`config.mk`:
```
export PLATFORM = sky130hd
export DESIGN_NAME = tour_move_sequencer
export DESIGN_NICKNAME = d
export VERILOG_FILES = /design/src/rtl/tour_pkg.sv /design/src/rtl/knight_move_decode.sv /design/src/rtl/tour_move_sequencer.sv
export SDC_FILE = /design/constraint.sdc
export NUM_CORES = 1
export LEC_CHECK = 0
export BUFFER_PORTS_ARGS = -buffer_cell sky130_fd_sc_hd__buf_2
export CAP_MARGIN = 20
export CORE_MARGIN = 3
export CORE_UTILIZATION = 40
export CTS_CLUSTER_DIAMETER = 100
export DETAILED_ROUTE_END_ITERATION = 12
export HOLD_SLACK_MARGIN = 0.03
export PLACE_DENSITY = 0.72
export SETUP_SLACK_MARGIN = 0.5
export SLEW_MARGIN = 5
export SYNTH_ARGS = -nofsm -noshare
export SYNTH_HDL_FRONTEND = slang
export SYNTH_HIERARCHICAL = 1
export SYNTH_SLANG_ARGS = --single-unit
```
`constraint.sdc`:
```
create_clock -name clk -period 2.4 [get_ports clk]
set_clock_uncertainty 0.2 [all_clocks]
set_input_delay 0.12 -clock clk [delete_from_list [all_inputs] [get_ports clk]]
set_output_delay 0.12 -clock clk [all_outputs]
set_load 0.01 [all_outputs]
```
`src/rtl/tour_pkg.sv`:
```
// Shared constants, state encoding and command builder for the knight-tour
// move sequencer.
package tour_pkg;

  localparam int NUM_MOVES_DEF = 24;

  localparam logic [3:0] OP_MOVE     = 4'h4;
  localparam logic [3:0] OP_MOVE_FAN = 4'h5;

  localparam logic [7:0] HDG_N = 8'h00;
  localparam logic [7:0] HDG_W = 8'h3F;
  localparam logic [7:0] HDG_S = 8'h7F;
  localparam logic [7:0] HDG_E = 8'hBF;

  localparam logic [7:0] RESP_DONE = 8'hA5;
  localparam logic [7:0] RESP_BUSY = 8'h5A;

  typedef enum logic [2:0] {
    IDLE  = 3'd0,
    VERT  = 3'd1,
    VWAIT = 3'd2,
    HORZ  = 3'd3,
    HWAIT = 3'd4
  } tour_state_e;

  function automatic logic [15:0] leg_cmd(input logic [3:0] op,
                                          input logic [7:0] heading,
                                          input logic [1:0] squares);
    return {op, heading, 2'b00, squares};
  endfunction

endpackage

```
`src/rtl/knight_move_decode.sv`:
```
// Turns a one-hot knight move into its vertical and horizontal cmd_proc legs.
// Anything that is not exactly one-hot decodes as bit 0.
module knight_move_decode
  import tour_pkg::*;
(
  input  logic [7:0]  move,
  output logic [15:0] vert_cmd,
  output logic [15:0] horz_cmd
);

  logic       up_s;
  logic       right_s;
  logic [1:0] dy_mag_s;
  logic [1:0] dx_mag_s;

  // Direction and magnitude of each leg for the eight knight moves
  always_comb begin
    up_s     = 1'b1;
    right_s  = 1'b0;
    dy_mag_s = 2'd2;
    dx_mag_s = 2'd1;
    case (move)
      8'h01: begin up_s = 1'b1; right_s = 1'b0; dy_mag_s = 2'd2; dx_mag_s = 2'd1; end
      8'h02: begin up_s = 1'b1; right_s = 1'b1; dy_mag_s = 2'd2; dx_mag_s = 2'd1; end
      8'h04: begin up_s = 1'b1; right_s = 1'b0; dy_mag_s = 2'd1; dx_mag_s = 2'd2; end
      8'h08: begin up_s = 1'b0; right_s = 1'b0; dy_mag_s = 2'd1; dx_mag_s = 2'd2; end
      8'h10: begin up_s = 1'b0; right_s = 1'b0; dy_mag_s = 2'd2; dx_mag_s = 2'd1; end
      8'h20: begin up_s = 1'b0; right_s = 1'b1; dy_mag_s = 2'd2; dx_mag_s = 2'd1; end
      8'h40: begin up_s = 1'b0; right_s = 1'b1; dy_mag_s = 2'd1; dx_mag_s = 2'd2; end
      8'h80: begin up_s = 1'b1; right_s = 1'b1; dy_mag_s = 2'd1; dx_mag_s = 2'd2; end
      default: begin up_s = 1'b1; right_s = 1'b0; dy_mag_s = 2'd2; dx_mag_s = 2'd1; end
    endcase
  end

  assign vert_cmd = leg_cmd(OP_MOVE,     up_s    ? HDG_N : HDG_S, dy_mag_s);
  assign horz_cmd = leg_cmd(OP_MOVE_FAN, right_s ? HDG_E : HDG_W, dx_mag_s);

endmodule

```
`src/rtl/tour_move_sequencer.sv`:
```
// Muxes UART commands to cmd_proc while idle, and replays a solved knight tour
// as vertical/horizontal command pairs when start_tour fires.
module tour_move_sequencer
  import tour_pkg::*;
#(
  parameter int NUM_MOVES = NUM_MOVES_DEF,
  parameter int IDX_W     = 5
) (
  input  logic             clk,
  input  logic             rst_n,
  input  logic             start_tour,
  input  logic [7:0]       move,
  output logic [IDX_W-1:0] mv_indx,
  input  logic [15:0]      cmd_UART,
  input  logic             cmd_rdy_UART,
  input  logic             clr_cmd_rdy,
  input  logic             send_resp,
  output logic [15:0]      cmd,
  output logic             cmd_rdy,
  output logic [7:0]       resp
);

  localparam logic [IDX_W-1:0] LAST_IDX = IDX_W'(NUM_MOVES - 1);

  tour_state_e      state_r,   state_nxt_s;
  logic [IDX_W-1:0] mv_indx_r, mv_indx_nxt_s;
  logic [15:0]      cmd_r,     cmd_nxt_s;
  logic             cmd_rdy_r, cmd_rdy_nxt_s;
  logic [15:0]      vert_cmd_s;
  logic [15:0]      horz_cmd_s;

  knight_move_decode u_decode (
    .move     (move),
    .vert_cmd (vert_cmd_s),
    .horz_cmd (horz_cmd_s)
  );

  // Sequencer state, move index and registered tour command
  always_ff @(posedge clk or negedge rst_n) begin
    if (!rst_n) begin
      state_r   <= IDLE;
      mv_indx_r <= '0;
      cmd_r     <= 16'h0000;
      cmd_rdy_r <= 1'b0;
    end else begin
      state_r   <= state_nxt_s;
      mv_indx_r <= mv_indx_nxt_s;
      cmd_r     <= cmd_nxt_s;
      cmd_rdy_r <= cmd_rdy_nxt_s;
    end
  end

  // Next-state logic; a leg command is loaded one cycle after entering VERT/HORZ
  // so the move read for the current index has settled.
  always_comb begin
    state_nxt_s   = state_r;
    mv_indx_nxt_s = mv_indx_r;
    cmd_nxt_s     = cmd_r;
    cmd_rdy_nxt_s = cmd_rdy_r;
    case (state_r)
      IDLE: begin
        if (start_tour) begin
          state_nxt_s   = VERT;
          mv_indx_nxt_s = '0;
          cmd_rdy_nxt_s = 1'b0;
        end else begin
          state_nxt_s = IDLE;
        end
      end
      VERT: begin
        if (!cmd_rdy_r) begin
          cmd_nxt_s     = vert_cmd_s;
          cmd_rdy_nxt_s = 1'b1;
        end else if (clr_cmd_rdy) begin
          cmd_rdy_nxt_s = 1'b0;
          state_nxt_s   = VWAIT;
        end else begin
          state_nxt_s = VERT;
        end
      end
      VWAIT: begin
        if (send_resp) begin
          state_nxt_s = HORZ;
        end else begin
          state_nxt_s = VWAIT;
        end
      end
      HORZ: begin
        if (!cmd_rdy_r) begin
          cmd_nxt_s     = horz_cmd_s;
          cmd_rdy_nxt_s = 1'b1;
        end else if (clr_cmd_rdy) begin
          cmd_rdy_nxt_s = 1'b0;
          state_nxt_s   = HWAIT;
        end else begin
          state_nxt_s = HORZ;
        end
      end
      HWAIT: begin
        if (send_resp && (mv_indx_r == LAST_IDX)) begin
          state_nxt_s   = IDLE;
          mv_indx_nxt_s = '0;
        end else if (send_resp) begin
          state_nxt_s   = VERT;
          mv_indx_nxt_s = mv_indx_r + IDX_W'(1);
        end else begin
          state_nxt_s = HWAIT;
        end
      end
      default: begin
        state_nxt_s   = IDLE;
        mv_indx_nxt_s = '0;
        cmd_rdy_nxt_s = 1'b0;
      end
    endcase
  end

  assign mv_indx = mv_indx_r;
  assign cmd     = (state_r == IDLE) ? cmd_UART     : cmd_r;
  assign cmd_rdy = (state_r == IDLE) ? cmd_rdy_UART : cmd_rdy_r;
  assign resp    = (state_r == IDLE) ? RESP_DONE    : RESP_BUSY;

endmodule

```
==> impl_metrics.tcl <==
set metrics [dict create \
    viasPerCell 4.65 \
    antenna_found_initial 0 \
    synthCells 204 \
    synth_edf_count 0 \
    h-tree-depth 1 \
    cts_buffers 3 \
    clock_latency_ns 0.26 \
    final_hold_viol_count 0 \
    nFillCells 433 \
    drc 0 \
    crit_required_ns 2.08 \
    ys_seq_elements 25 \
    cp-start-kind "flip-flop" \
    drt_iter0_drc 69 \
    initial_core_util_pct 43.0 \
    grt-ovfl-total 0 \
    post-route-min-period_ns 1.93 \
    postPlaceCellArea_mm2 0.00211 \
    dp_cells 307 \
    worstPathMaxFanout 5 \
    whs_ns 0.0899 \
    dr.pass1.iters 4 \
    ioPinCount 60 \
    synth_top_area_share_pct 32.1 \
    ant_nets 0 \
    dp_hpwl_um 2730 \
    fmax_mhz 519 \
    cts_buffer_depth 2 \
    ys_warn_count 6 \
    fin_area_mm2 0.00221 \
    synth_ff_type "dfrtp_1" \
    drv_slew 0 \
    dieWidth_um 75.8 \
    p_leak_nw 1.03 \
    outcome "finished clean" \
    cts_sinks 25 \
    grtUsageTotal_pct 13.5 \
    yosysTopAreaCell "dfrtp_1" \
    synth_seq_area_share_pct 32.1 \
    avgSynthCellArea_um2 9.56 \
    syn_to_final_growth_pct 13.2 \
    vias 1469 \
    rsz0062_at_grt "true" \
    fin_total_pwr_w 0.00250 \
    die_h_um 75.8 \
    synth_cell_types 39 \
    critPathKind "flip-flop to primary output" \
    n_antenna_cell 0 \
    final_nets 283 \
    wl_um 3630 \
    setup_tns_ns 0 \
    place.gp.congestion 0.818 \
    coreArea_mm2 0.00453 \
    async_reset_ff_share_pct 100 \
    cts.clk_slew.worst_paths_ns 0.09 \
    drive_gt1_share_pct 37.5 \
    port_buffers 59 \
    grt_first_pass_wirelength_um 5950 \
    slew_headroom_pct 61.6 \
    synth_area_mm2 0.00195 \
    drv_cap 0 \
    dieArea_mm2 0.00575 \
    critPathCaptureType "primary output" \
    wire_per_inst_um 11.5 \
    worstHoldPathType "input port to flip-flop" \
    cts_tree "done" \
    powerDensity_mw_per_mm2 1130 \
    rows 24 \
    irDropWorstVdd_mv 0.401 \
    yosys-top-cells-area "dfrtp_1 32%, buf_4 15%, mux2i_1 8.7%" \
    grt_pass1_vias 1351 \
    finalSetupViolCount 0 \
    root_buffer "clkbuf_8" \
    period_share_pct 80.3 \
    fin_cells 316 \
    worst-slew-pin-transition_ns 0.577 \
    grt_max_degree 33 \
    critPathArrivalTime_ns 1.61 \
]
## cell usage in the layout (no fill, tap or decap), types with 2 or more instances in the layout
cell,Yosys,routed
buf_2,4,59
dfrtp_1,25,24
nor2_1,22,22
a21oi_1,22,22
conb_1,2,20
mux2i_1,17,17
mux2_2,10,10
mux2_4,8,8
buf_4,39,8
nor2b_1,6,6
nand2_1,6,6
o21ai_0,3,3
clkbuf_8,0,3
dlygate4sd3_1,0,3
nor4b_1,3,3
inv_1,2,2
or3b_2,2,2
nand4_1,2,2
o22ai_1,2,2
xor2_1,2,2
nor4bb_1,2,2
xnor2_1,2,2
a32o_1,2,2
nor4_1,2,2
nand3b_1,2,2
## final cells by class
type	instances	area (um2)	share of cell area, %
timing repair buffer	71	397	18.0
sequential	25	627	28.4
clock buffer	4	45.0	2.04
inverter	2	7.51	0.340
tap	65	81.3	3.69
multi-input combinational	149	1050	47.5
## cells by family (layout without fill, tap and decap cells)
family / count (synthesis) / in the layout / synth area share (%)
other: 2 / 20 / 0.385
muxes: 35 / 35 / 20.7
adders and majority gates: 1 / 1 / 0.642
and+or+nand+nor: 54 / 54 / 16.2
DFF: 25 / 25 / 32.1
AOI/OAI and AO/OA: 35 / 35 / 10.7
buffers and inverters: 48 / 77 / 17.6
xor gates and xnor gates: 4 / 4 / 1.80
## synth_stat cells (3+ instances only)
cell	number
a21oi_1	22
nor2_1	22
dfrtp_1	25
buf_2	4
o21ai_0	3
mux2_4	8
nand2_1	6
mux2i_1	17
buf_4	39
nor2b_1	6
mux2_2	10
nor4b_1	3
## power by group
| group | switching (W) | internal (W) |
|---|---|---|
| sequential | 0.000117 | 0.000600 |
| clock | 0.000134 | 0.000119 |
| combinational | 0.000754 | 0.000780 |
## sequential cells by signal, summed over array words and instances (netlist names)
name / count
mv_indx: 5
cmd_rdy_r: 1
state_r: 3
cmd_r: 16
## final timing paths
path                                 start          to  slack, ns  depth (start not counted)
worst min register to register    cmd_r[4]    cmd_r[4]       0.33                          2
min in group asynchronous            rst_n  mv_indx[3]       0.18                          2
worst min-delay path            start_tour  mv_indx[2]       0.09                          3
worst max-delay path            state_r[2]      cmd[4]       0.47                          4
worst max register to register  state_r[2]  mv_indx[4]       0.73                          4
max in group asynchronous            rst_n  state_r[0]       1.41                          2
## through the flow
stage / util (%) / setup WS (ns)
finish: 48.6 / 0.473
global route: 48.6 / 0.415
CTS: 48.6 / 0.457
detailed placement: 46.6 / 0.605
global placement: 46.6 / 0.631
floorplan: - / 0.670
## repair_timing
item                       in CTS  in global routing
setup endpoints to repair      17                 17
hold endpoints to repair       27                  0
hold buffers                    3                  0
resized for setup               2                  0
buffers inserted                2                  0
gates cloned                    0                  0
## critical path: stages, from the launching register on
cell,delay [ns]
dfrtp_1,0.42
nor3_4,0.24
buf_4,0.19
mux2_2,0.35
buf_2,0.14
## routing by layer
layer	track usage [%]	routed length (um)
met1	17.3	1700
met2	23.0	1680
met3	1.58	210
met4	5.44	36
met5	0	0
(Power assumes the default switching activity.)
